==> src/rtl/fb_mem_arbiter.sv <==
// Arbitrates the single synchronous-read RAM port between the VGA glyph fetch path and the CPU.
// Priority: pending VGA slot > starved CPU > live VGA request > CPU.
module fb_mem_arbiter #(
  parameter int unsigned ADDR_WIDTH   = 16,
  parameter int unsigned STARVE_LIMIT = 4,
  parameter int unsigned CNT_WIDTH    = 16
) (
  input  logic                  clk,
  input  logic                  reset,
  input  logic                  vga_req,
  input  logic [ADDR_WIDTH-1:0] vga_addr,
  output logic [15:0]           vga_data,
  output logic                  vga_valid,
  input  logic                  cpu_req,
  input  logic                  cpu_we,
  input  logic [ADDR_WIDTH-1:0] cpu_addr,
  input  logic [15:0]           cpu_wdata,
  output logic [15:0]           cpu_rdata,
  output logic                  cpu_ack,
  output logic [ADDR_WIDTH-1:0] mem_addr,
  output logic                  mem_we,
  output logic [15:0]           mem_wdata,
  input  logic [15:0]           mem_rdata,
  output logic [CNT_WIDTH-1:0]  vga_defer_cnt
);

  localparam int unsigned StarveWidth = $clog2(STARVE_LIMIT + 2);
  localparam logic [StarveWidth-1:0] StarveMax = StarveWidth'(STARVE_LIMIT);

  typedef enum logic [2:0] {
    CIdle, CWait, CWr, CRd1, CRd2, CAck, CDone
  } cpu_state_e;

  cpu_state_e             cpu_state_q;
  logic                   pend_valid_q;
  logic [ADDR_WIDTH-1:0]  pend_addr_q;
  logic [StarveWidth-1:0] starve_q;
  logic                   vga_s1_q;
  logic                   vga_s2_q;

  logic cpu_elig;
  logic starved;
  logic grant_cpu;
  logic grant_vga;
  logic capture;

  always_comb begin
    cpu_elig  = cpu_req && ((cpu_state_q == CIdle) || (cpu_state_q == CWait));
    starved   = (starve_q >= StarveMax);
    grant_cpu = cpu_elig && !pend_valid_q && (starved || !vga_req);
    grant_vga = vga_req && !pend_valid_q && !grant_cpu;
    // A live request that loses always lands in the slot; the slot is drained the same cycle.
    capture   = vga_req && !grant_vga;
  end

  // Arbitration state, RAM request stage and VGA return pipeline.
  always_ff @(posedge clk) begin
    if (reset) begin
      pend_valid_q  <= 1'b0;
      pend_addr_q   <= '0;
      starve_q      <= '0;
      vga_defer_cnt <= '0;
      mem_addr      <= '0;
      mem_we        <= 1'b0;
      mem_wdata     <= '0;
      vga_s1_q      <= 1'b0;
      vga_s2_q      <= 1'b0;
      vga_valid     <= 1'b0;
      vga_data      <= '0;
    end else begin
      pend_valid_q <= capture;
      if (capture) begin
        pend_addr_q <= vga_addr;
        if (vga_defer_cnt != '1) begin
          vga_defer_cnt <= vga_defer_cnt + CNT_WIDTH'(1);
        end
      end

      if (!cpu_req || grant_cpu) begin
        starve_q <= '0;
      end else if (!starved) begin
        starve_q <= starve_q + StarveWidth'(1);
      end

      mem_we <= grant_cpu && cpu_we;
      if (pend_valid_q) begin
        mem_addr <= pend_addr_q;
      end else if (grant_vga) begin
        mem_addr <= vga_addr;
      end else if (grant_cpu) begin
        mem_addr  <= cpu_addr;
        mem_wdata <= cpu_wdata;
      end

      vga_s1_q  <= pend_valid_q || grant_vga;
      vga_s2_q  <= vga_s1_q;
      vga_valid <= vga_s2_q;
      if (vga_s2_q) begin
        vga_data <= mem_rdata;
      end
    end
  end

  // CPU transaction FSM; one operation outstanding at a time.
  always_ff @(posedge clk) begin
    if (reset) begin
      cpu_state_q <= CIdle;
      cpu_ack     <= 1'b0;
      cpu_rdata   <= '0;
    end else begin
      cpu_ack <= 1'b0;
      unique case (cpu_state_q)
        CIdle, CWait: begin
          if (grant_cpu) begin
            if (cpu_we) begin
              cpu_state_q <= CWr;
              cpu_ack     <= 1'b1;
            end else begin
              cpu_state_q <= CRd1;
            end
          end else if (cpu_req) begin
            cpu_state_q <= CWait;
          end else begin
            cpu_state_q <= CIdle;
          end
        end
        CWr:  cpu_state_q <= CDone;
        CRd1: cpu_state_q <= CRd2;
        CRd2: begin
          cpu_state_q <= CAck;
          cpu_ack     <= 1'b1;
          cpu_rdata   <= mem_rdata;
        end
        CAck: cpu_state_q <= CDone;
        // Request is ignored here so a requester dropping req after ack is not regranted.
        CDone: cpu_state_q <= CIdle;
        default: cpu_state_q <= CIdle;
      endcase
    end
  end

endmodule

==> config.mk <==
export PLATFORM = sky130hd
export DESIGN_NAME = fb_mem_arbiter
export DESIGN_NICKNAME = d
export VERILOG_FILES = /design/src/rtl/fb_mem_arbiter.sv
export SDC_FILE = /design/constraint.sdc
export NUM_CORES = 1
export LEC_CHECK = 0
export ABC_CLOCK_PERIOD_IN_PS = 1600
export BUFFER_PORTS_ARGS = -buffer_cell sky130_fd_sc_hd__buf_2
export CELL_PAD_IN_SITES_DETAIL_PLACEMENT = 0
export CELL_PAD_IN_SITES_GLOBAL_PLACEMENT = 1
export CORE_MARGIN = 3
export CORE_UTILIZATION = 33
export DETAILED_ROUTE_END_ITERATION = 12
export PLACE_DENSITY_LB_ADDON = 0.1
export SETUP_SLACK_MARGIN = 0.4
export SLEW_MARGIN = 5
export SYNTH_ARGS = -nofsm -noshare
export SYNTH_HDL_FRONTEND = slang
export SYNTH_SLANG_ARGS = --single-unit
export TNS_END_PERCENT = 100
==> constraint.sdc <==
create_clock -name clk -period 1.6 [get_ports clk]
set_input_delay 0.32 -clock clk [delete_from_list [all_inputs] [get_ports clk]]
set_output_delay 0.32 -clock clk [all_outputs]
set_load 0.01 [all_outputs]
==> flow_metrics.tcl <==
set metrics [dict create \
    port_buffers 151 \
    min_period_over_period_pct 100.4 \
    row_count 41 \
    antenna_found_initial 0 \
    final_cells 888 \
    clk_pin_slew_ns 0.07 \
    ys_seq_elements 108 \
    p_clk_share_pct 34.8 \
    vias_per_cell 5.005 \
    slew_headroom_pct 66.75 \
    ant_nets 0 \
    first_global_vias 4323 \
    yosysWarningCount 0 \
    hold_buffers 0 \
    final_common_cell "buf_2" \
    p_int_mw 4.981 \
    min_period_ns 1.606 \
    final-max-slew-violation-count 0 \
    status "finished, violations left" \
    grt_first_pass_wirelength_mm 21.91 \
    io_pins 152 \
    place_congestion 0.7456 \
    synth_top_area_cell "dfxtp_1" \
    numCtsBuffers 9 \
    clock_skew_ns 0.005891 \
    p_sw_mw 1.904 \
    die_y_microns 121.6 \
    crit_path_start_kind "flip-flop" \
    hold_path_class "input port to flip-flop" \
    setup_viol 4 \
    cts_buffer_depth 2 \
    dpl.hpwl_mm 8.540 \
    area_delta_synth_final_pct 72.78 \
    total_power_mw 6.885 \
    design.core.area_sq_um 12820 \
    worstPathRequired_ns 1.82 \
    ys.flop_type "dfxtp_1" \
    syn_nets 577 \
    worst_slew_pin_slew_ns 0.4975 \
    die_area_sq_um 14800 \
    final.setup.worst_slack_ns -0.006026 \
    track_usage_pct 18.25 \
    grt_max_degree 69 \
    p_leak_nw 3.267 \
    avgSynthCellArea_sq_um 8.739 \
    wl_per_cell_microns 16.03 \
    pwr-share-seq_pct 42.9 \
    regToRegStartpoint "cpu_state_q[1]$_SDFF_PP0_" \
    ctsHtreeMaxLevel 3 \
    seq_area_sq_um 2228 \
    cp-end-kind "flip-flop" \
    drv_cap 0 \
    cts_tree "built" \
    antenna_cells 0 \
    fmax_mhz 622.7 \
    crit_path_cell_trace "or3b_4, or3_4, buf_12, nand2_2, a21oi_2" \
    wirelength_mm 14.23 \
    drcViolationCount 0 \
    start_util_pct 34.41 \
    rsz0062_at_grt "true" \
    async_flop_share_pct 0 \
    critical_path.top_delay_family "simple AND/OR/NAND/NOR gates" \
    hp-start "cpu_wdata[14]" \
    syn_inst 505 \
    cp_slowest_cell "or3b_4" \
    yosysSeqAreaShare_pct 48.99 \
    num-fill-cells 1156 \
    hold_violations 0 \
    synth-edff-count 0 \
    ys_top_cells_by_area "dfxtp_1 49%, nand2_1 8.9%, a21oi_1 7.1%" \
    globalRouteOverflowTotal 0 \
    sw_frac_of_total_pct 27.65 \
    slowest_delay_ns 0.44 \
    drt_iter0_drc 249 \
    p_comb_share_pct 22.2 \
    violations "setup timing" \
    worstPathArrival_ns 1.82 \
    place_inst 837 \
    cts-root-buf "clkbuf_16" \
    whs_path_depth 3 \
    clock-sinks 108 \
    clock_latency_ns 0.35 \
    crit_path_max_fanout 8 \
    reg2reg_to "mem_wdata[10]$_SDFFE_PP0P_" \
    r2r_setup_slack_ns -0.006 \
    syn_area_sq_um 4413 \
    synthDistinctLibCells 49 \
    final_nets 785 \
    post-route-util_pct 59.45 \
    yosysTopAreaCellShare_pct 48.99 \
    layout-drive-gt1-share_pct 65.22 \
    crit_buf_inv 1 \
    layout_common_cells "135 x buf_2, 75 x dfxtp_1, 57 x a21oi_2" \
    ir_drop_mv 0.5594 \
    vias 4444 \
    criticalPathCategory "flip-flop to flip-flop" \
    multi_input_area_sq_um 3025 \
    die-width_microns 121.6 \
    first_pass_iters 4 \
    hold_end "mem_wdata[14]$_SDFFE_PP0P_" \
    holdWs_ns 0.2113 \
    r2r_cells 5 \
    power_density_nw_per_um2 902.9 \
]
## cells in the mapped netlist, drive strengths merged (2+ instances only)
| cell | count |
|---|---|
| or3 | 5 |
| and4 | 3 |
| inv | 8 |
| dfxtp | 108 |
| clkbuf | 19 |
| o31ai | 8 |
| a211oi | 18 |
| nand4 | 5 |
| a211o | 2 |
| or4 | 8 |
| and2 | 2 |
| buf | 18 |
| o21ai | 22 |
| mux2i | 17 |
| ha | 3 |
| a21oi | 64 |
| nor2b | 4 |
| nor3 | 4 |
| nor2 | 29 |
| o2bb2ai | 16 |
| nand2 | 105 |
| and3 | 18 |
## layout make-up
cell class | count | share of cell area, %
repair buffers | 233 | 23.78
well taps | 172 | 2.822
inverters | 8 | 0.3938
clock buffers | 10 | 3.134
flip-flops and latches | 108 | 29.23
multi-input cells | 353 | 39.68
clock inverters | 4 | 0.9682
## logic make-up after synthesis
| kind of cell | Yosys count | share of synthesized area [%] |
|---|---|---|
| adder cells (fa/ha/maj) | 3 | 0.8507 |
| buffers and inverters | 45 | 4.990 |
| XOR/XNOR | 2 | 0.3970 |
| flip-flops | 108 | 48.99 |
| AO/OA/AOI/OAI | 136 | 19.34 |
| multiplexers | 18 | 4.111 |
| AND/OR/NAND/NOR | 193 | 21.32 |
## worst min-delay path, cell delays in order
cell     delay, ns
buf_2         0.10
nand2_1       0.06
a21oi_2       0.05
## sequential cells by signal, indices dropped and copies added (netlist names)
signal,cells
pend_valid_q,1
mem_addr,16
cpu_rdata,16
mem_we,1
mem_wdata,16
vga_s2_q,1
vga_data,16
vga_s1_q,1
vga_defer_cnt,16
cpu_state_q,3
pend_addr_q,16
vga_valid,1
cpu_ack,1
starve_q,3
## routing by layer
layer,vias to the layer above,routed length (microns),part of all wire (%),global-route usage [%]
met5,-,0,0,0
met4,0,106,0.74,3.782
met3,10,659,4.6,4.735
met2,99,7113,50,30.09
met1,2138,6354,45,24.23
li1,2197,-,-,-
## power by group through the flow
| stage | Clock (mW) | Combinational (mW) | Sequential (mW) |
|---|---|---|---|
| after global routing | 2.57 | 1.66 | 2.98 |
| after floorplan | 0 | 0.536 | 3.06 |
| after CTS | 2.45 | 1.21 | 2.94 |
| after detailed placement | 0 | 0.971 | 3.00 |
| after global placement | 0 | 0.955 | 3.00 |
| final | 2.40 | 1.53 | 2.96 |
## how the worst max path moves through the flow
stage               depth (start not counted)                     startpoint                              to
finish                                      5      cpu_state_q[1]$_SDFF_PP0_      mem_wdata[10]$_SDFFE_PP0P_
detailed placement                          6                        cpu_req      mem_wdata[13]$_SDFFE_PP0P_
global placement                            6                        cpu_req       mem_wdata[7]$_SDFFE_PP0P_
floorplan                                   7      cpu_state_q[1]$_SDFF_PP0_      mem_wdata[10]$_SDFFE_PP0P_
global route                                5      cpu_state_q[1]$_SDFF_PP0_       cpu_state_q[1]$_SDFF_PP0_
CTS                                         5  vga_defer_cnt[1]$_SDFFE_PP0P_  vga_defer_cnt[13]$_SDFFE_PP0P_
## what timing repair did
action	4_1_cts	5_1_grt
gates resized for setup	166	163
cloned	4	5
pin swaps	69	61
setup buffers	17	11
setup endpoints to repair	100	115
## through the flow
| step | TNS (ns) | worst slack, ns | cell area [sq um] |
|---|---|---|---|
| 2_1_floorplan | -0.9847 | -0.09705 | 4598 |
| 5_1_grt | -1.630 | -0.1211 | 7625 |
| 3_3_place_gp | -0.7880 | -0.05778 | 5688 |
| 3_5_place_dp | -1.479 | -0.07098 | 5688 |
| 4_1_cts | -0.01800 | -0.01800 | 6813 |
| 6_report | -0.01185 | -0.006026 | 7625 |
No activity file was read; power rests on OpenSTA's default activity.
